==> src/rtl/imem_arbiter.sv <==
// Arbitrates a fetch port and a loader/debug port onto one single-port synchronous
// instruction memory, one transaction in flight, loader priority with fetch anti-starvation.
module imem_arbiter #(
  parameter int unsigned AW           = 10,
  parameter int unsigned STARVE_LIMIT = 4
) (
  input  logic          clk,
  input  logic          rst,
  input  logic          f_req_valid,
  output logic          f_req_ready,
  input  logic [31:0]   f_req_addr,
  output logic          f_rsp_valid,
  input  logic          f_rsp_ready,
  output logic [31:0]   f_rsp_data,
  output logic          f_rsp_err,
  input  logic          l_req_valid,
  output logic          l_req_ready,
  input  logic          l_req_we,
  input  logic [31:0]   l_req_addr,
  input  logic [31:0]   l_req_wdata,
  output logic          l_rsp_valid,
  input  logic          l_rsp_ready,
  output logic [31:0]   l_rsp_data,
  output logic          l_rsp_err,
  output logic          mem_en,
  output logic          mem_we,
  output logic [AW-1:0] mem_addr,
  output logic [31:0]   mem_wdata,
  input  logic [31:0]   mem_rdata
);

  typedef enum logic [1:0] {IDLE, ACCESS, RSP} state_t;

  localparam logic [3:0] LIMIT = 4'(STARVE_LIMIT);

  state_t      state, state_nxt;
  logic        owner_l;
  logic        op_wr;
  logic [3:0]  starve_cnt;
  logic [31:0] f_data_q, l_data_q;
  logic        f_err_q, l_err_q;

  logic        grant_l, grant_f, accept, illegal, rsp_done;
  logic [31:0] sel_addr;

  // Grant is recomputed every IDLE cycle; reset suppresses both readies.
  always_comb begin
    grant_l = 1'b0;
    grant_f = 1'b0;
    if (!rst && state == IDLE) begin
      if (l_req_valid && !(f_req_valid && starve_cnt == LIMIT))
        grant_l = 1'b1;
      else if (f_req_valid)
        grant_f = 1'b1;
    end
  end

  always_comb begin
    accept   = grant_l | grant_f;
    sel_addr = grant_l ? l_req_addr : f_req_addr;
    illegal  = (|sel_addr[1:0]) | (|sel_addr[31:AW+2]);
    rsp_done = owner_l ? l_rsp_ready : f_rsp_ready;
  end

  assign f_req_ready = grant_f;
  assign l_req_ready = grant_l;

  assign mem_en    = accept && !illegal;
  assign mem_we    = accept && !illegal && grant_l && l_req_we;
  assign mem_addr  = sel_addr[AW+1:2];
  assign mem_wdata = l_req_wdata;

  assign f_rsp_valid = (state == RSP) && !owner_l;
  assign l_rsp_valid = (state == RSP) && owner_l;
  assign f_rsp_data  = f_data_q;
  assign f_rsp_err   = f_err_q;
  assign l_rsp_data  = l_data_q;
  assign l_rsp_err   = l_err_q;

  always_comb begin
    state_nxt = state;
    case (state)
      IDLE:    if (accept) state_nxt = illegal ? RSP : ACCESS;
      ACCESS:  state_nxt = RSP;
      RSP:     if (rsp_done) state_nxt = IDLE;
      default: state_nxt = IDLE;
    endcase
  end

  always_ff @(posedge clk) begin
    if (rst) begin
      state      <= IDLE;
      owner_l    <= 1'b0;
      op_wr      <= 1'b0;
      starve_cnt <= '0;
      f_data_q   <= '0;
      f_err_q    <= 1'b0;
      l_data_q   <= '0;
      l_err_q    <= 1'b0;
    end else begin
      state <= state_nxt;
      if (accept) begin
        owner_l <= grant_l;
        op_wr   <= grant_l && l_req_we;
        if (grant_f)
          starve_cnt <= '0;
        else if (f_req_valid && starve_cnt < LIMIT)
          starve_cnt <= starve_cnt + 4'd1;
        // Illegal requests skip ACCESS, so their error response is loaded here.
        if (illegal) begin
          if (grant_l) begin
            l_data_q <= '0;
            l_err_q  <= 1'b1;
          end else begin
            f_data_q <= '0;
            f_err_q  <= 1'b1;
          end
        end
      end
      if (state == ACCESS) begin
        if (owner_l) begin
          l_data_q <= op_wr ? '0 : mem_rdata;
          l_err_q  <= 1'b0;
        end else begin
          f_data_q <= mem_rdata;
          f_err_q  <= 1'b0;
        end
      end
    end
  end

endmodule

==> config.mk <==
export PLATFORM = sky130hd
export DESIGN_NAME = imem_arbiter
export DESIGN_NICKNAME = d
export VERILOG_FILES = /design/src/rtl/imem_arbiter.sv
export SDC_FILE = /design/constraint.sdc
export NUM_CORES = 1
export LEC_CHECK = 0
export BUFFER_PORTS_ARGS = -buffer_cell sky130_fd_sc_hd__buf_2
export CAP_MARGIN = 20
export CORE_AREA = 2 2 96 98
export DETAILED_ROUTE_END_ITERATION = 10
export DIE_AREA = 0 0 98 100
export GPL_TIMING_DRIVEN = 0
export PLACE_DENSITY = 0.76
export SYNTH_ARGS = -nofsm -noshare
export SYNTH_HDL_FRONTEND = slang
export SYNTH_SLANG_ARGS = --single-unit
export TNS_END_PERCENT = 100
==> constraint.sdc <==
create_clock -name clk -period 2.7 [get_ports clk]
set_input_delay 0.405 -clock clk [delete_from_list [all_inputs] [get_ports clk]]
set_output_delay 0.405 -clock clk [all_outputs]
set_load 0.01 [all_outputs]
==> qor.yml <==
global_route:
  first_global_vias: 3349
  grt_max_degree: 13
  antenna_found_initial: 0
  grt_util_all_layers_pct: 21.1
  grt_remaining_overflow: 0
  grt_first_pass_wirelength_um: 16400
sta:
  fmax_ghz: 0.392
  setup_viol: 0
  hold_viol: 0
  fin_crit_sh_pct: 94.5
  finClkSkew_ns: 0.0108
  worst_pin_slew_ns: 0.889
  holdWs_ns: 0.290
  finalSetupTns_ns: 0
  final_max_slew_viol_count: 0
  relSlewSlack_pct: 40.2
  min_period_ns: 2.55
  rsz0062_at_grt: "no"
layout:
  layout-drive-gt1-share_pct: 53.2
  fin_util_pct: 53.5
  fin_area_um2: 4760
  num_antenna_cells: 0
  synthToLayoutAreaGrowth_pct: 44.4
  nets: 716
critical_path:
  critPathCapture: "mem_en"
  worst-setup-path-type: "reg2out"
  startpoint_type: "flip-flop"
  cp-startpoint: "starve_cnt[0]"
  crit_path_cell_trace: "inv_1, ha_1, nand2_1, o211ai_4, inv_2, nor3_4, a21oi_4, buf_6, nor2_1, buf_2"
  r2r_end: "l_rsp_data[26]"
  r2r_cells: 4
  crit_buf_inv: 4
  required_ns: 2.30
  path_depth: 10
  crit_path_max_incr_delay_ns: 0.38
  rrSetupSlack_ns: 0.63
  slowest_stage: "dfxtp_1"
  critPathMaxFanout: 10
  arrival_ns: 2.15
  rr_startpoint: "owner_l"
  end_kind: "output port"
  path_delay_family: "buffers and inverters"
cts:
  cts_buffer_depth: 2
  htree_levels: 3
  path_clk_slew_ns: 0.08
  cts_tree: "done"
  cts_made_buffers: 9
  clock_latency_ns: 0.34
  clock_sinks: 74
  cts_root_buf: "clkbuf_8"
power:
  power_density_nw_per_um2: 499
  ir_drop_mv: 0.249
  p_total_mw: 2.37
  total_leakage_power_nw: 2.44
worst_hold_path:
  hold_depth: 3
  holdCritPathClass: "in2reg"
routing:
  viasPerCell: 4.95
  ant_nets: 0
  drt_first_pass_iters: 4
  drt_wl_total_um: 10900
  drtIter0Drc: 93
  vias: 3432
  wl_per_cell_um: 15.7
  drc: 0
yosys:
  yosysUniqueCellTypes: 39
  synth_top_area_share_pct: 45.0
  postSynthAreaPerCell_um2: 9.38
  yosysTopAreaCell: "dfxtp_1"
  netlist_top_cells_area: "dfxtp_1 45%, a22o_2 8.8%, a2bb2oi_1 8.5%"
  synth_area_um2: 3290
  synth_edf_count: 0
  synth_nets: 488
  synthCells: 351
  yosysWarnings: 0
  synth_seq_cells: 74
  synth_flop_cell: "dfxtp_1"
  synthArstFlopShare_pct: 0
  ys_seq_area_share_pct: 45.0
placement:
  port_buffers: 215
  gp_congestion: 0.879
  dpl_cell_area_um2: 4510
  place_hpwl_um: 8820
run_status:
  outcome: "finished clean"
die:
  fp.coreArea_um2: 8890
  initial_core_util_pct: 37.0
  die_w_um: 98
  die_height_um: 100
  die_area_um2: 9800
  fp-row-count: 35
  pin_count: 249
job:
  maxCapViolations: 0
## worst register-to-register path, cell delays in order, from the launching register on
cell,delay [ns]
dfxtp_1,0.41
inv_1,0.10
nor4_1,0.77
clkbuf_1,0.50
a22o_2,0.24
## state kept, by name, summed over array words and instances (netlist names)
| signal | flops |
|---|---|
| f_rsp_data | 32 |
| l_rsp_data | 32 |
| starve_cnt | 4 |
| state | 2 |
| f_rsp_err | 1 |
| l_rsp_err | 1 |
| op_wr | 1 |
| owner_l | 1 |
## cells in the mapped netlist (2+ instances only)
cell	number
a21oi_1	3
buf_4	32
clkbuf_1	11
o21ai_1	27
inv_1	6
o21a_1	2
nand4_1	2
dfxtp_1	74
nand2_1	64
buf_2	3
nor2_1	11
nand2b_1	3
buf_8	3
ha_1	2
nor4_1	10
and2_1	2
o21ai_0	8
buf_6	3
a22o_1	3
mux2i_1	2
nor2b_1	2
nor3_1	2
a2bb2oi_1	32
a22o_2	29
## per-layer routing
metal  share of wire (%)  GRT usage [%]  up-vias
met3                 6.9           5.08       19
met1                  37           22.2     1578
li1                    -              -     1680
met4                 2.5           8.23        0
met2                  53           40.4      155
met5                   0              0        -
## per-stage QoR
step | cells | setup WS, ns
floorplan | 351 | 0.642
global placement | 677 | 0.340
detailed placement | 677 | 0.300
CTS | 692 | 0.0327
global route | 694 | 0.00989
finish | 694 | 0.147
## worst min-delay path by stage
stage	from	endpoint	slack, ns
2_1_floorplan	starve_cnt[3]	starve_cnt[3]	0.43
3_3_place_gp	starve_cnt[3]	starve_cnt[3]	0.44
3_5_place_dp	f_rsp_err	f_rsp_err	0.45
4_1_cts	mem_rdata[22]	f_rsp_data[22]	0.28
5_1_grt	mem_rdata[10]	l_rsp_data[10]	0.29
6_report	mem_rdata[22]	f_rsp_data[22]	0.29
## report_power, final
| part | internal (mW) | total, mW | switching, mW | leakage (nW) |
|---|---|---|---|---|
| logic | 0.161 | 0.318 | 0.157 | 1.74 |
| registers | 1.10 | 1.10 | 0.00727 | 0.597 |
| clock network | 0.543 | 0.952 | 0.409 | 0.106 |
| total | 1.80 | 2.37 | 0.573 | 2.44 |
## cells in the final DEF (no fill, tap or decap), drive strengths merged, types with 2 or more instances in the layout
cell     synthesis  final
o21a             3      3
nor2b            2      2
a22o            32     32
dfxtp           74     74
nand4            2      2
a2bb2oi         32     32
and2             2      2
nor4            11     11
o21ai           35     35
nand2           64     64
buf             42    259
nand2b           3      3
clkbuf          11     22
nor2            11     11
nor3             4      4
bufinv           0      2
a21oi            4      4
inv              7      7
mux2i            2      2
ha               2      2
## kinds of logic after synthesis
| group | count (synthesis) | synth area share [%] |
|---|---|---|
| XOR/XNOR | 1 | 0.266 |
| AND/OR/NAND/NOR | 102 | 14.6 |
| adder cells (fa/ha/maj) | 2 | 0.760 |
| buffers and inverters | 60 | 12.3 |
| flip-flops | 74 | 45.0 |
| AO/OA/AOI/OAI | 110 | 26.4 |
| multiplexers | 2 | 0.608 |
## area by class of cell
class	instances	area, um2
inverter	7	26.3
clock buffer	11	141
timing repair buffer	217	1090
fill	835	4130
clock inverter	4	76.3
multi-input combinational	217	1420
buffer	53	379
tap	111	139
sequential	74	1480
## repair_timing
| item | in CTS | in global routing |
|---|---|---|
| hold endpoints to repair | 0 | 0 |
| buffers inserted | 0 | 2 |
| hold buffers | 0 | 0 |
| resized for setup | 0 | 2 |
| setup endpoints to repair | 0 | 1 |
(Power assumes the default switching activity.)
